$ cat src/rtl/alu_seq.sv
// alu_seq: handshaked ALU with registered result/flags and an iterative shift-add multiplier.
// Define ALU_SEQ_DIV_EN to add the N-cycle restoring divider (opcodes div/rem).
module alu_seq #(
  parameter int N  = 8,
  parameter int SW = $clog2(N)
) (
  input  logic         clk,
  input  logic         rst_n,
  input  logic         in_valid,
  output logic         in_ready,
  input  logic [3:0]   op,
  input  logic [N-1:0] a,
  input  logic [N-1:0] b,
  output logic         out_valid,
  input  logic         out_ready,
  output logic [N-1:0] y,
  output logic [N-1:0] y_hi,
  output logic         flg_z,
  output logic         flg_c,
  output logic         flg_v,
  output logic         flg_n,
  output logic         flg_err
);
  localparam logic [3:0] OP_ADD  = 4'h0;
  localparam logic [3:0] OP_SUB  = 4'h1;
  localparam logic [3:0] OP_AND  = 4'h2;
  localparam logic [3:0] OP_OR   = 4'h3;
  localparam logic [3:0] OP_XOR  = 4'h4;
  localparam logic [3:0] OP_SLL  = 4'h5;
  localparam logic [3:0] OP_SRL  = 4'h6;
  localparam logic [3:0] OP_SRA  = 4'h7;
  localparam logic [3:0] OP_MUL  = 4'h8;
  localparam logic [3:0] OP_SLT  = 4'h9;
  localparam logic [3:0] OP_SLTU = 4'hA;
`ifdef ALU_SEQ_DIV_EN
  localparam logic [3:0] OP_DIV  = 4'hB;
  localparam logic [3:0] OP_REM  = 4'hC;
`endif

  typedef enum logic [1:0] {IDLE, BUSY, DONE} state_t;

  state_t        r_state;
  logic [SW-1:0] r_cnt;
  logic [N-1:0]  r_a, r_hi, r_lo;
  logic [N-1:0]  r_y, r_y_hi;
  logic          r_z, r_c, r_v, r_n, r_err;
`ifdef ALU_SEQ_DIV_EN
  logic [N-1:0]  r_b;
  logic [3:0]    r_op;
  logic [N:0]    w_trial;
`endif

  logic          w_multi;
  logic [N:0]    w_sum, w_diff, w_madd;
  logic [N-1:0]  w_y;
  logic          w_c, w_v, w_err;
  logic [SW-1:0] w_sh;
  logic [N-1:0]  w_hi_next, w_lo_next, w_fy, w_fyh;
  logic          w_fz, w_fc, w_ferr;

  assign w_sh   = b[SW-1:0];
  assign w_sum  = {1'b0, a} + {1'b0, b};
  assign w_diff = {1'b0, a} + {1'b0, ~b} + {{N{1'b0}}, 1'b1};

  always_comb begin
    w_multi = (op == OP_MUL);
`ifdef ALU_SEQ_DIV_EN
    if (op == OP_DIV || op == OP_REM) w_multi = 1'b1;
`endif
  end

  always_comb begin
    w_y   = '0;
    w_c   = 1'b0;
    w_v   = 1'b0;
    w_err = 1'b0;
    case (op)
      OP_ADD: begin
        w_y = w_sum[N-1:0];
        w_c = w_sum[N];
        w_v = (a[N-1] == b[N-1]) && (w_sum[N-1] != a[N-1]);
      end
      OP_SUB: begin
        // Carry out of a + ~b + 1 is "no borrow", so the flag is its inverse.
        w_y = w_diff[N-1:0];
        w_c = ~w_diff[N];
        w_v = (a[N-1] != b[N-1]) && (w_diff[N-1] != a[N-1]);
      end
      OP_AND:  w_y = a & b;
      OP_OR:   w_y = a | b;
      OP_XOR:  w_y = a ^ b;
      OP_SLL:  w_y = a << w_sh;
      OP_SRL:  w_y = a >> w_sh;
      OP_SRA:  w_y = $unsigned($signed(a) >>> w_sh);
      OP_SLT:  w_y = {{(N-1){1'b0}}, ($signed(a) < $signed(b))};
      OP_SLTU: w_y = {{(N-1){1'b0}}, (a < b)};
      default: w_err = 1'b1;
    endcase
  end

  // One iteration: shift-add for mul, restoring subtract for div (hi=partial, lo=operand/quotient).
  always_comb begin
    w_madd    = {1'b0, r_hi} + (r_lo[0] ? {1'b0, r_a} : {(N+1){1'b0}});
    w_hi_next = w_madd[N:1];
    w_lo_next = {w_madd[0], r_lo[N-1:1]};
`ifdef ALU_SEQ_DIV_EN
    w_trial = {r_hi, r_lo[N-1]} - {1'b0, r_b};
    if (r_op != OP_MUL) begin
      if (!w_trial[N]) begin
        w_hi_next = w_trial[N-1:0];
        w_lo_next = {r_lo[N-2:0], 1'b1};
      end else begin
        w_hi_next = {r_hi[N-2:0], r_lo[N-1]};
        w_lo_next = {r_lo[N-2:0], 1'b0};
      end
    end
`endif
  end

  always_comb begin
    w_fy   = w_lo_next;
    w_fyh  = w_hi_next;
    w_fc   = |w_hi_next;
    w_ferr = 1'b0;
    w_fz   = (w_lo_next == '0) && (w_hi_next == '0);
`ifdef ALU_SEQ_DIV_EN
    if (r_op != OP_MUL) begin
      w_fc   = 1'b0;
      w_ferr = (r_b == '0);
      if (r_op == OP_REM) begin
        w_fy  = w_hi_next;
        w_fyh = w_lo_next;
      end
      w_fz = (w_fy == '0);
    end
`endif
  end

  always_ff @(posedge clk or negedge rst_n) begin
    if (!rst_n) begin
      r_state <= IDLE;
      r_cnt   <= '0;
      r_a     <= '0;
      r_hi    <= '0;
      r_lo    <= '0;
      r_y     <= '0;
      r_y_hi  <= '0;
      r_z     <= 1'b0;
      r_c     <= 1'b0;
      r_v     <= 1'b0;
      r_n     <= 1'b0;
      r_err   <= 1'b0;
`ifdef ALU_SEQ_DIV_EN
      r_b     <= '0;
      r_op    <= '0;
`endif
    end else begin
      case (r_state)
        IDLE: if (in_valid) begin
          if (w_multi) begin
            r_state <= BUSY;
            r_cnt   <= SW'(N - 1);
            r_a     <= a;
            r_hi    <= '0;
`ifdef ALU_SEQ_DIV_EN
            r_lo    <= (op == OP_MUL) ? b : a;
            r_b     <= b;
            r_op    <= op;
`else
            r_lo    <= b;
`endif
          end else begin
            r_state <= DONE;
            r_y     <= w_y;
            r_y_hi  <= '0;
            r_z     <= (w_y == '0);
            r_c     <= w_c;
            r_v     <= w_v;
            r_n     <= w_y[N-1];
            r_err   <= w_err;
          end
        end
        BUSY: begin
          r_hi  <= w_hi_next;
          r_lo  <= w_lo_next;
          r_cnt <= r_cnt - 1'b1;
          if (r_cnt == '0) begin
            r_state <= DONE;
            r_y     <= w_fy;
            r_y_hi  <= w_fyh;
            r_z     <= w_fz;
            r_c     <= w_fc;
            r_v     <= w_fc;
            r_n     <= w_fy[N-1];
            r_err   <= w_ferr;
          end
        end
        DONE: if (out_ready) r_state <= IDLE;
        default: r_state <= IDLE;
      endcase
    end
  end

  assign in_ready  = (r_state == IDLE);
  assign out_valid = (r_state == DONE);
  assign y         = r_y;
  assign y_hi      = r_y_hi;
  assign flg_z     = r_z;
  assign flg_c     = r_c;
  assign flg_v     = r_v;
  assign flg_n     = r_n;
  assign flg_err   = r_err;
endmodule

$ cat config.mk
export PLATFORM = sky130hd
export DESIGN_NAME = alu_seq
export DESIGN_NICKNAME = d
export VERILOG_FILES = /design/src/rtl/alu_seq.sv
export SDC_FILE = /design/constraint.sdc
export NUM_CORES = 1
export LEC_CHECK = 0
export BUFFER_PORTS_ARGS = -buffer_cell sky130_fd_sc_hd__buf_2
export CAP_MARGIN = 30
export CORE_UTILIZATION = 30
export CTS_CLUSTER_DIAMETER = 120
export DETAILED_ROUTE_END_ITERATION = 10
export SETUP_SLACK_MARGIN = 0.2
export SYNTH_ARGS = -nofsm -noshare
export SYNTH_HDL_FRONTEND = slang
export SYNTH_SLANG_ARGS = --single-unit
$ cat constraint.sdc
create_clock -name clk -period 5.5 [get_ports clk]
set_input_delay 0.275 -clock clk [delete_from_list [all_inputs] [get_ports clk]]
set_output_delay 0.275 -clock clk [all_outputs]
set_load 0.02 [all_outputs]
==> run_results.csv <==
group,metric,value,unit
clocking,cts_resized,0,
clocking,ctsHoldBuffers,1,
setup_path,crit_path_top_delay_cell,"a2111oi_2",
placed_design,dp_hpwl,10.1,mm
clocking,cts-root-buf,"clkbuf_16",
timing,fin_crit,3.25,ns
layout,fin_area,4910,sq um
setup_path,end_kind,"flip-flop",
routing,drc,0,
setup_path,critPathMaxStageDelay,0.45,ns
timing,tightestPinTransition,0.810,ns
routing,viasPerCell,5.76,
synth,synth_cells,520,
global_routing,grt_max_degree,40,
layout,syn2layout_area_growth,11.7,%
clocking,numCtsBuffers,5,
timing,maxSlewHeadroom,0.460,
clocking,insertion_delay,0.30,ns
timing,fin_setup_tns,0,ns
setup_path,cp_num_buf_inv,2,
setup_path,path_class,"input pin to flip-flop",
synth,ys_async_sr_fraction,1.00,
setup_path,cp.required,5.69,ns
synth,ys_ff_latch,49,
synth,syn-cell-area,4390,sq um
power,power.density,298,nW/um^2
setup_path,crit_chain,"buf_2 > inv_2 > ha_1 > a211oi_1 > nor3_1 > or3_1 > o22ai_1 > mux2_1 > a2111oi_2 > a211oi_1 > a21o_1",
routing,wl,13.3,mm
clocking,cts_buffer_depth,2,
hold_path,min_path_type,"input pin to flip-flop",
floorplanning,dieArea,15100,sq um
clocking,post_cts_buffers,0,
timing,period_share,0.591,
placed_design,dpl_cell_area,4750,sq um
synth,synthTopCellsByArea,"dfrtp_1 (28%), ha_1 (10%), nand2_1 (4.5%)",
power,ir_worst_vdd,0.000147,V
timing,drv_slew,0,
routing,dr.first_iter.drc_count,488,
floorplanning,rows,43,
placed_design,gp_congestion,0.973,
global_routing,grt_pass1_wl,21.4,mm
layout,n_antenna_cell,0,
floorplanning,initial_core_util,0.311,
synth,synth_ff_type,"dfrtp_1",
timing,fmax,308,MHz
setup_path,cp_common_cell,"a211oi_1",
global_routing,antenna_found_initial,0,
layout,nFillCells,1489,
setup_path,cp_data_arrival_time,3.44,ns
layout,drive_above_1_share,0.162,
synth,synth_area_leader_cell,"dfrtp_1",
setup_path,critPathTopFamily,"compound AO/OA/AOI/OAI gates",
timing,fin_skew,0.00800,ns
global_routing,grt_pass1_vias,3937,
synth,avgSynthCellArea,8.44,sq um
synth,yosysUniqueCellTypes,71,
timing,setup_viol,0,
floorplanning,die_height,123,um
floorplanning,die_w,123,um
setup_path,critPathMaxFanout,19,
synth,ys_seq_area_frac,0.279,
synth,synth_edf_count,0,
routing,firstDrtPassIters,5,
clocking,ctsHtreeMaxLevel,2,
global_routing,grtUsageTotal,0.182,
timing,hold_viol,0,
placed_design,io_buffers,46,
routing,via_count,4204,
synth,ys_warn_count,0,
job,maxCapViolCount,0,
setup_path,startpoint_type,"input pin",
floorplanning,ios,47,
synth,syn-num-nets,582,
synth,yosysTopAreaCellShare,0.279,
clocking,clk_pin_slew,0.07,ns
routing,wl_per_cell,18.3,um
clocking,cts_tree,"yes",
layout,fin_nets,611,
run_status,status,"finished clean",
global_routing,grt-ovfl-total,0,
power,leakage,0.00227,uW
clocking,clock_sinks,49,
floorplanning,coreArea,14100,sq um
routing,route.antenna.remaining_nets,0,
timing,rsz0062_at_grt,"no",
registers in the layout, indices dropped and copies added (netlist names):
| name | count |
|---|---|
| r_a | 8 |
| r_hi | 8 |
| r_lo | 8 |
| y | 8 |
| y_hi | 8 |
| r_cnt | 3 |
| r_state | 2 |
| flg_c | 1 |
| flg_err | 1 |
| flg_v | 1 |
| flg_z | 1 |
stage by stage:
step	setup slack, ns	instances	utilization	hold WS (ns)	power (uW)
6_report	2.25	730	0.348	0.178	1460
5_1_grt	2.14	730	0.348	0.182	1560
4_1_cts	2.31	730	0.348	0.183	1470
3_5_place_dp	2.01	721	0.337	0.171	1160
3_3_place_gp	2.06	719	0.335	0.464	1140
2_1_floorplan	2.49	520	-	-0.0206	975
power breakdown:
| part | leakage, uW | switching, uW | internal [uW] | total [uW] |
|---|---|---|---|---|
| registers | 0.000607 | 73.5 | 453 | 527 |
| logic | 0.00159 | 375 | 256 | 630 |
| clock network | 0.0000696 | 137 | 167 | 304 |
path summary, 6_finish.rpt:
path | slack (ns) | depth (start not counted) | endpoint | start
max | 2.25 | 11 | y[7]$_DFFE_PN0P_ | b[1]
min | 0.18 | 2 | r_state[1]$_DFFE_PN0P_ | out_ready
max reg2reg | 2.32 | 11 | flg_z$_DFFE_PN0P_ | r_lo[0]$_DFFE_PN0P_
min reg2reg | 0.48 | 2 | y_hi[0]$_DFFE_PN0P_ | y_hi[0]$_DFFE_PN0P_
max in group asynchronous | 4.60 | 3 | r_a[7]$_DFFE_PN0P_ | rst_n
min in group asynchronous | 0.39 | 2 | y[3]$_DFFE_PN0P_ | rst_n
synthesized netlist by cell type, types with 3 or more instances:
master    number
nand2_1       53
dfrtp_1       49
nor2_1        37
ha_1          35
o21ai_0       31
inv_1         29
a21oi_1       25
a22oi_1       20
mux2i_1       17
clkbuf_1      15
nor3_1        14
mux2_2        12
o211ai_1      11
nor2b_1       10
o21ai_1       10
a21o_1         9
and2_1         9
a211oi_1       8
buf_2          7
nand2b_1       7
nand3_1        7
nand4_1        6
or4_1          6
buf_4          5
o31ai_1        5
o311ai_1       4
or2_2          4
xnor2_1        4
xor2_1         4
and3_1         3
buf_1          3
fa_1           3
mux4_2         3
nand3b_1       3
nor4b_1        3
cells in the final DEF (no fill, tap or decap), drive strengths merged, types with 10 or more instances in the layout:
cell type  netlist  final
nor2            38     38
nor2b           10     10
o21ai           41     41
mux2            14     14
inv             31     31
nor3            15     15
mux2i           17     17
nand2           53     53
buf             15     51
a21oi           25     25
o211ai          11     11
a22oi           20     20
dfrtp           49     49
ha              35     35
cell type report:
class                           count  area (sq um)  share of cell area
Multi-Input combinational cell    410          2910               0.593
Sequential cell                    49          1230               0.250
Timing Repair Buffer               52           288              0.0587
Tap cell                          180           225              0.0459
Clock buffer                        5           125              0.0255
Inverter                           31           116              0.0237
Clock inverter                      3          17.5             0.00357
cells by family (layout without fill, tap and decap cells):
kind of cell | after synthesis | after routing | synth area share
and+or+nand+nor | 176 | 176 | 0.206
AOI/OAI and AO/OA | 154 | 154 | 0.237
buffers and inverters | 61 | 91 | 0.0584
DFF | 49 | 49 | 0.279
adders and majority gates | 38 | 38 | 0.113
muxes | 34 | 34 | 0.0901
xor gates and xnor gates | 8 | 8 | 0.0160
metal layers:
metal	wire length (um)	vias up	global-route usage
met5	0	-	0
met4	300	0	0.0520
met3	989	27	0.0309
met2	5560	175	0.259
met1	6480	2029	0.276
li1	-	1973	-
Power figures use the tool's default switching activity.
